File: src/rtl/gcm_ctr_sequencer.sv
// gcm_ctr_sequencer
// Front-end sequencer for the AES-GCM datapath. It pops a framed message
// from a first-word-fall-through rx FIFO (IV word, AAD byte length word,
// payload byte length word, AAD blocks, payload blocks) and fans it out:
//   - masked AAD blocks and the final length block on the GHASH channel,
//   - counter / masked payload / byte-mask triples on the cipher channel,
//   - the tag counter J0 = IV || 1.
// Ports:
//   i_clk, i_rst                : clock, synchronous active-high reset
//   i_rxEmpty, i_rxData, o_rxPop: rx FIFO head and consume strobe
//   o_ghData/o_ghValid/o_ghLast : GHASH channel, accepted on i_ghReady
//   o_ctrBlk/o_ptBlk/o_ptMask   : cipher channel, valid on o_ctrValid,
//                                 accepted on i_ctrReady
//   o_tagCtr                    : J0 of the current/last message
//   o_busy, o_finish            : message in progress, completion pulse
module gcm_ctr_sequencer #(
    parameter int LEN_W = 32,
    parameter int CTR_W = 32
) (
    input  logic         i_clk,
    input  logic         i_rst,
    input  logic         i_rxEmpty,
    input  logic [127:0] i_rxData,
    output logic         o_rxPop,
    output logic [127:0] o_ghData,
    output logic         o_ghValid,
    output logic         o_ghLast,
    input  logic         i_ghReady,
    output logic [127:0] o_ctrBlk,
    output logic [127:0] o_ptBlk,
    output logic [127:0] o_ptMask,
    output logic         o_ctrValid,
    input  logic         i_ctrReady,
    output logic [127:0] o_tagCtr,
    output logic         o_busy,
    output logic         o_finish
);

    localparam int IV_W = 128 - CTR_W;
    // Block counts need one bit more than a 36-bit length so ceil() cannot overflow.
    localparam int BW   = 37;

    typedef enum logic [2:0] {
        S_IDLE, S_HDR_IV, S_HDR_A, S_HDR_P, S_AAD, S_DATA, S_LEN, S_WAIT
    } state_t;

    state_t          r_state;
    state_t          w_next;
    logic [IV_W-1:0] r_iv;
    logic [CTR_W-1:0] r_ctr;
    logic [35:0]     r_alen;
    logic [35:0]     r_plen;
    logic [BW-1:0]   r_aBlk;
    logic [BW-1:0]   r_pBlk;
    logic [127:0]    r_ghData;
    logic            r_ghValid;
    logic            r_ghLast;
    logic [127:0]    r_ctrBlk;
    logic [127:0]    r_ptBlk;
    logic [127:0]    r_ptMask;
    logic            r_ctrValid;
    logic [127:0]    r_tagCtr;
    logic            r_busy;
    logic            r_finish;

    logic            w_pop;
    logic            w_ghLoad;
    logic            w_ctrLoad;
    logic            w_done;
    logic            w_ghFree;
    logic            w_ctrFree;
    logic [35:0]     w_inLen;
    logic [BW-1:0]   w_inBlk;
    logic [127:0]    w_aMask;
    logic [127:0]    w_pMask;

    // Byte mask for the final block: r = len mod 16 leading bytes kept,
    // r = 0 means the final block is full.
    function automatic logic [127:0] tailMask(input logic [3:0] r);
        if (r == 4'd0)
            return '1;
        else
            return ~({128{1'b1}} >> {r, 3'b000});
    endfunction

    assign w_inLen   = 36'(i_rxData[LEN_W-1:0]);
    assign w_inBlk   = (BW'(w_inLen) + BW'(15)) >> 4;
    // A slot may be reloaded if it is empty or is being drained this cycle.
    assign w_ghFree  = !r_ghValid || i_ghReady;
    assign w_ctrFree = !r_ctrValid || i_ctrReady;
    assign w_aMask   = (r_aBlk == BW'(1)) ? tailMask(r_alen[3:0]) : '1;
    assign w_pMask   = (r_pBlk == BW'(1)) ? tailMask(r_plen[3:0]) : '1;

    always_ff @(posedge i_clk) begin
        if (i_rst)
            r_state <= S_IDLE;
        else
            r_state <= w_next;
    end

    always_comb begin
        w_next    = r_state;
        w_pop     = 1'b0;
        w_ghLoad  = 1'b0;
        w_ctrLoad = 1'b0;
        w_done    = 1'b0;
        case (r_state)
            S_IDLE: begin
                if (!i_rxEmpty)
                    w_next = S_HDR_IV;
            end
            S_HDR_IV: begin
                if (!i_rxEmpty) begin
                    w_pop  = 1'b1;
                    w_next = S_HDR_A;
                end
            end
            S_HDR_A: begin
                if (!i_rxEmpty) begin
                    w_pop  = 1'b1;
                    w_next = S_HDR_P;
                end
            end
            S_HDR_P: begin
                if (!i_rxEmpty) begin
                    w_pop = 1'b1;
                    if (r_aBlk != '0)
                        w_next = S_AAD;
                    else if (w_inBlk != '0)
                        w_next = S_DATA;
                    else
                        w_next = S_LEN;
                end
            end
            S_AAD: begin
                if (!i_rxEmpty && w_ghFree) begin
                    w_pop    = 1'b1;
                    w_ghLoad = 1'b1;
                    if (r_aBlk == BW'(1))
                        w_next = (r_pBlk != '0) ? S_DATA : S_LEN;
                end
            end
            S_DATA: begin
                if (!i_rxEmpty && w_ctrFree) begin
                    w_pop     = 1'b1;
                    w_ctrLoad = 1'b1;
                    if (r_pBlk == BW'(1))
                        w_next = S_LEN;
                end
            end
            S_LEN: begin
                if (w_ghFree) begin
                    w_ghLoad = 1'b1;
                    w_next   = S_WAIT;
                end
            end
            S_WAIT: begin
                // Both channels drained: the length block and last payload are gone.
                if (!r_ghValid && !r_ctrValid) begin
                    w_done = 1'b1;
                    w_next = S_IDLE;
                end
            end
            default: w_next = S_IDLE;
        endcase
    end

    // Header capture, block bookkeeping and the two output slots.
    always_ff @(posedge i_clk) begin
        if (i_rst) begin
            r_iv       <= '0;
            r_ctr      <= '0;
            r_alen     <= '0;
            r_plen     <= '0;
            r_aBlk     <= '0;
            r_pBlk     <= '0;
            r_ghData   <= '0;
            r_ghValid  <= 1'b0;
            r_ghLast   <= 1'b0;
            r_ctrBlk   <= '0;
            r_ptBlk    <= '0;
            r_ptMask   <= '0;
            r_ctrValid <= 1'b0;
            r_tagCtr   <= '0;
            r_busy     <= 1'b0;
            r_finish   <= 1'b0;
        end else begin
            if (r_state == S_HDR_IV && w_pop) begin
                r_iv     <= i_rxData[127:CTR_W];
                r_tagCtr <= {i_rxData[127:CTR_W], CTR_W'(1)};
                r_ctr    <= CTR_W'(2);
            end
            if (r_state == S_HDR_A && w_pop) begin
                r_alen <= w_inLen;
                r_aBlk <= w_inBlk;
            end
            if (r_state == S_HDR_P && w_pop) begin
                r_plen <= w_inLen;
                r_pBlk <= w_inBlk;
            end

            if (w_ghLoad) begin
                r_ghValid <= 1'b1;
                if (r_state == S_LEN) begin
                    r_ghData <= {64'({r_alen, 3'b000}), 64'({r_plen, 3'b000})};
                    r_ghLast <= 1'b1;
                end else begin
                    r_ghData <= i_rxData & w_aMask;
                    r_ghLast <= 1'b0;
                    r_aBlk   <= r_aBlk - BW'(1);
                end
            end else if (i_ghReady) begin
                r_ghValid <= 1'b0;
            end

            if (w_ctrLoad) begin
                r_ctrValid <= 1'b1;
                r_ctrBlk   <= {r_iv, r_ctr};
                r_ptBlk    <= i_rxData & w_pMask;
                r_ptMask   <= w_pMask;
                r_ctr      <= r_ctr + CTR_W'(1);
                r_pBlk     <= r_pBlk - BW'(1);
            end else if (i_ctrReady) begin
                r_ctrValid <= 1'b0;
            end

            if (r_state == S_IDLE && w_next == S_HDR_IV)
                r_busy <= 1'b1;
            else if (w_done)
                r_busy <= 1'b0;
            r_finish <= w_done;
        end
    end

    assign o_rxPop    = w_pop;
    assign o_ghData   = r_ghData;
    assign o_ghValid  = r_ghValid;
    assign o_ghLast   = r_ghLast;
    assign o_ctrBlk   = r_ctrBlk;
    assign o_ptBlk    = r_ptBlk;
    assign o_ptMask   = r_ptMask;
    assign o_ctrValid = r_ctrValid;
    assign o_tagCtr   = r_tagCtr;
    assign o_busy     = r_busy;
    assign o_finish   = r_finish;

endmodule
File: config.mk
export PLATFORM = sky130hd
export DESIGN_NAME = gcm_ctr_sequencer
export DESIGN_NICKNAME = d
export VERILOG_FILES = /design/src/rtl/gcm_ctr_sequencer.sv
export SDC_FILE = /design/constraint.sdc
export NUM_CORES = 1
export LEC_CHECK = 0
export ABC_CLOCK_PERIOD_IN_PS = 2800
export CORE_AREA = 2 2 305 307
export CTS_BUF_LIST = sky130_fd_sc_hd__clkbuf_8
export CTS_CLUSTER_DIAMETER = 50
export DETAILED_ROUTE_END_ITERATION = 10
export DIE_AREA = 0 0 307 309
export PLACE_DENSITY_LB_ADDON = 0.3
export SLEW_MARGIN = 10
export SYNTH_ARGS = -nofsm -noshare
export SYNTH_HDL_FRONTEND = slang
export SYNTH_SLANG_ARGS = --single-unit
export TNS_END_PERCENT = 5
File: constraint.sdc
create_clock -name i_clk -period 2.8 [get_ports i_clk]
set_clock_uncertainty 0.1 [all_clocks]
set_input_delay 0.7 -clock i_clk [delete_from_list [all_inputs] [get_ports i_clk]]
set_output_delay 0.7 -clock i_clk [all_outputs]
set_load 0.005 [all_outputs]
---- Word-level counts from Yosys, hierarchy flattened ----
Index checks and enable logic that the tools add are counted.
word-level totals
  register bits ........................... 883
  bits of input ports ..................... 133
  output and inout port bits .............. 646
cells by class
  add/sub/neg operators ................... 4
  equality and inequality tests ........... 10
  shifts and indexed selects .............. 2
  muxes and demuxes ....................... 42
  bitwise logic cells ..................... 4
  reduce and logical (&&, ||, !) cells .... 24
operators by type and width
  cell                                                  count
  two-way mux 128 bit                                   5
  AND 128 bit                                           2
  NOT 128 bit                                           2
  right shift 128 x 7 -> 128 bit, first input constant  2
  two-way mux 37 bit                                    5
  nonzero test 37 bit                                   3
  equality test 37 x 1 -> 1 bit, second input constant  2
  subtractor 37 x 1 -> 37 bit, second input constant    2
  two-way mux 32 bit                                    2
  adder 32 x 4 -> 33 bit, second input constant         1
  adder 32 x 1 -> 32 bit, second input constant         1
  two-way mux 3 bit                                     10
  one-hot mux 3 bit (8 select lines)                    1
  two-way mux 1 bit                                     14
  equality test 3 bit, second input constant            4
  nonzero test 2 bit                                    5
  logical NOT 4 bit                                     2
  logical AND 1 bit                                     7
  equality test 3 x 1 -> 1 bit, second input constant   2
  equality test 3 x 2 -> 1 bit, second input constant   2
  two-way mux 2 bit                                     3
  logical NOT 1 bit                                     3
  logical NOT 3 bit                                     1
  one-hot mux 1 bit (3 select lines)                    1
  3 further kinds                                       4

---- Logic depth before layout (Yosys ltp) ----
  depth in word-level cells ............... 9
  depth in mapped cells ................... 11
  mapped depth without buffers ............ 9

---- Worst setup path after synthesis ----
Ideal clock, no wire load.
  kind .................................... input port to output port
  from .................................... in i_rxEmpty
  to ...................................... out o_rxPop
  data arrival time ....................... 2.274 ns
  slack ................................... -0.274 ns
  stages on the path ...................... 7
  cell sequence ........................... clkbuf_1 > nor2b_1 > nand3_1 > clkbuf_1 > clkbuf_1 > buf_1 > o311ai_0
on the way
  cells in the longest elaborated chain, start to end .. 4
  elaborated cells on any way between the ends .. 7
ends and longest elaborated chain
  what                                         line      RTL
  start, declared                              22        input logic i_rxEmpty,
  logical NOT 1 bit                            136, 144
  logical AND 1 bit, on equally long branches  144, 136
  two-way mux 1 bit, on equally long branches  144, 136
  one-hot mux 1 bit (3 select lines) *         107       case (r_state)
  end, declared                                24        output logic o_rxPop,
Mark *: on every way between the ends. The rest lies on a longest branch, timed or not.

---- Worst setup path after layout ----
  from .................................... in i_rxData[6]
  to ...................................... reg r_state[1]
on the way
  cells in the longest elaborated chain, start to end .. 6
ends and longest elaborated chain
  what                                line  RTL
  start, declared                     23    input logic [127:0] i_rxData,
  adder 32 x 4 -> 33 bit              87    assign w_inBlk = (BW'(w_inLen) + BW'(15)) >> 4;
  nonzero test 37 bit                 129   else if (w_inBlk != '0)
  two-way mux 2 bit                   129
  two-way mux 2 bit                   127   if (r_aBlk != '0)
  two-way mux 3 bit                   125   if (!i_rxEmpty) begin
  one-hot mux 3 bit (8 select lines)  107
  end signal, assigned                98    r_state <= w_next;
  end, declared                       47    state_t r_state;
No other way between the ends.
A chain may end at the register's enable or synchronous reset.

==> run metrics <==
outcome finished clean; root buffer cell clkbuf_8; Place WS -0.774 ns; critical path startpoint i_rxData[6]; critical path class input port to flip-flop; antenna violations before repair 6; CP max FO 6; Synth Area per Inst 8.18 sq um; Synth top area share 49.9%; clk slew on worst S/H paths 0.06 ns; post-DP HPWL about 91000 um; drt initial violations between 2000 and 3000; CTS buffer count 119; TritonCTS clock tree built; CP Data Required Time between 3 and 4 ns; Post-synth ARST share 0%; Routed WL 121000 um; Fillers 9160; share of cells above drive strength 1 12.7%; largest net degree at the start of global routing 128; Final nets 4224; final setup margin between 0.04 and 0.05 ns; Hold Crit Start i_rst; Slew Limit Fails 0; placed cell area 36900 sq um; post-synthesis sequential area ratio 49.9%; Tightest Pin Transition 0.737 ns; Worst Hold Class input port to flip-flop; Core Region roughly 91000 sq um; reg2reg start r_aBlk[30]; DRT Pass-1 Iters 10; grt total ovfl 0; TNS Setup 0 ns; max_cap viols 0; Synth Flop Type dfxtp_1; Via density approximately 5.1; # IOs between 700 and 800; Area growth syn-to-layout 45.4%; DRC viols 0; Row Count 111; fmax about 0.36 GHz; Routed WL per cell around 23 um; Clock Path Buffers 3; Initial Util ~30%; fin crit share between 90% and 100%; Post-Route M1 WL ~49000 um; die width 307 um; # H-tree levels 3; Synth Register Bits 675; Final Critical Period 2.75 ns; slew margin rel. 50.5%; die footprint 94900 sq um; Top Layer Used met5; synth unique cells 80; Final Hold Fails 0; ANT nets after route 0; Synth area leader dfxtp_1; met2 routed WL 56600 um; Power Dens Cells 516 nW/um^2; Worst EP arrival around 3.3 ns; EDFF count, synth 0; clock latency on the worst-skew pair a little under 0.8 ns; Leak between 10 and 15 nW; CP startpoint kind input port; CP Capture Type flip-flop; Mapped Area 27100 sq um; Peak VDD IR 0.325 mV; Yosys warning count 0; clk sinks approximately 680; design area 39400 sq um; Synth area leaders dfxtp_1, nand2_1, a21oi_1, nor2_1, a22oi_1; synthesized instance count 3311; final design utilization 43.1%; vias in the first global route roughly 25000; IO Port Bufs 747; routability cong. 0.883; wire length on met3 approximately 11000 um; first-pass GRT wire length 171000 um; Vias between 20000 and 30000; All-Layer GR Usage 24.2%; RSZ-0062 raised after global routing true; Setup-failing EPs final 0; DIE HEIGHT 309 um
[final timing paths]
kind	slack, ns	to	cells after the start
max	0.05	r_state[1]	9
min	0.18	o_ptBlk[3]	2
min reg2reg	0.35	o_ctrBlk[9]	2
max reg2reg	0.08	o_ghData[82]	8
[kinds of logic (layout without fill, tap and decap cells)]
| kind of cell | Yosys count | in the layout | share of synthesized area [%] |
|---|---|---|---|
| AND/OR/NAND/NOR | 1354 | 1354 | 21.2 |
| multiplexers | 16 | 16 | 0.628 |
| adder cells (fa/ha/maj) | 5 | 5 | 0.231 |
| buffers and inverters | 412 | 1241 | 7.83 |
| AO/OA/AOI/OAI | 809 | 810 | 19.0 |
| other | 1 | 35 | 0.0138 |
| flip-flops | 675 | 675 | 49.9 |
| XOR/XNOR | 39 | 39 | 1.26 |
[layout by cell type (no fill, tap or decap), types with 10 or more instances in the layout]
cell             instances
conb_1                  31
a22oi_1                190
or4_1                   12
and3_1                  12
dfxtp_2                 10
a31oi_1                 22
clkinv_2                19
a222oi_1                63
xnor2_1                 27
xor2_1                  12
or3_1                   13
nor4_1                  27
dfxtp_1                665
inv_1                   40
nand3_1                 51
buf_4                  229
o21ai_0                 41
a21oi_1                410
clkdlybuf4s50_1        736
nor3_1                  42
nand2_1                701
o211ai_1                15
nand4_1                 26
buf_12                  48
nor2_1                 391
clkbuf_8               140
[cell type report]
| type | count | area (sq um) | area share, % |
|---|---|---|---|
| repair buffers | 1024 | 10200 | 25.8 |
| flip-flops and latches | 675 | 13500 | 34.4 |
| multi-input cells | 2255 | 11800 | 29.9 |
| well taps | 1186 | 1480 | 3.77 |
| diodes | 4 | 10.0 | 0.0254 |
| inverters | 11 | 41.3 | 0.105 |
| clock buffers | 140 | 1930 | 4.89 |
| clock inverters | 66 | 477 | 1.21 |
[routing by layer]
metal,vias to the layer above,track usage [%]
li1,12894,-
met1,13089,30.2
met2,1223,39.5
met3,158,6.67
met4,6,9.46
met5,-,0
[stage by stage]
step / power (mW) / cells / hold WS [ns]
after detailed placement: 11.2 / 5148 / 0.346
after floorplan: 10.4 / 3341 / 0.332
after CTS: 20.5 / 5357 / 0.103
final: 20.3 / 5361 / 0.185
after global routing: 21.0 / 5360 / 0.161
after global placement: 11.2 / 5148 / 0.341
[cells in the mapped netlist (6+ instances only)]
| master | count |
|---|---|
| inv_1 | 11 |
| clkbuf_1 | 226 |
| nand2_1 | 703 |
| nor3_1 | 45 |
| nand3_1 | 55 |
| mux2_2 | 8 |
| nor2_1 | 392 |
| and3_1 | 15 |
| and2_1 | 9 |
| o21a_1 | 6 |
| nor4_1 | 30 |
| buf_1 | 17 |
| xor2_1 | 12 |
| nand4_1 | 26 |
| a21oi_1 | 411 |
| o311ai_0 | 6 |
| nand2b_1 | 8 |
| buf_4 | 148 |
| nand3b_1 | 6 |
| or3_1 | 13 |
| a211oi_1 | 8 |
| dfxtp_1 | 675 |
| a31oi_1 | 23 |
| buf_2 | 8 |
| or2_2 | 8 |
| xnor2_1 | 27 |
| mux2i_1 | 8 |
| o21ai_0 | 42 |
| a222oi_1 | 63 |
| or4_1 | 13 |
| o211ai_1 | 15 |
| a22oi_1 | 190 |
[worst max-delay path: stages]
cell and delay, ns:
clkdlybuf4s50_1 0.53, nand4_4 0.17, or4_4 0.65, nor4_4 0.44
nor2_1 0.08, o22ai_1 0.19, nor4_2 0.07, buf_4 0.17
a221o_1 0.31
[registers in the layout (all words and copies together) (netlist names), 37 cells and up]
signal,flops
o_ctrBlk,128
o_ghData,128
o_ptBlk,128
r_aBlk,37
r_iv,96
r_pBlk,37
[power breakdown]
group          internal (mW)  switching [mW]
logic                  0.526           0.764
registers               9.68          0.0657
clock network           4.94            4.35
total                   15.1            5.18
[timing repair]
action | in CTS | in global routing
gates cloned | 1 | 0
buffers inserted | 2 | 0
hold buffers | 0 | 0
pin swaps | 1 | 1
resized for setup | 19 | 16
setup endpoints to repair | 113 | 72
No activity file was read; power rests on OpenSTA's default activity.
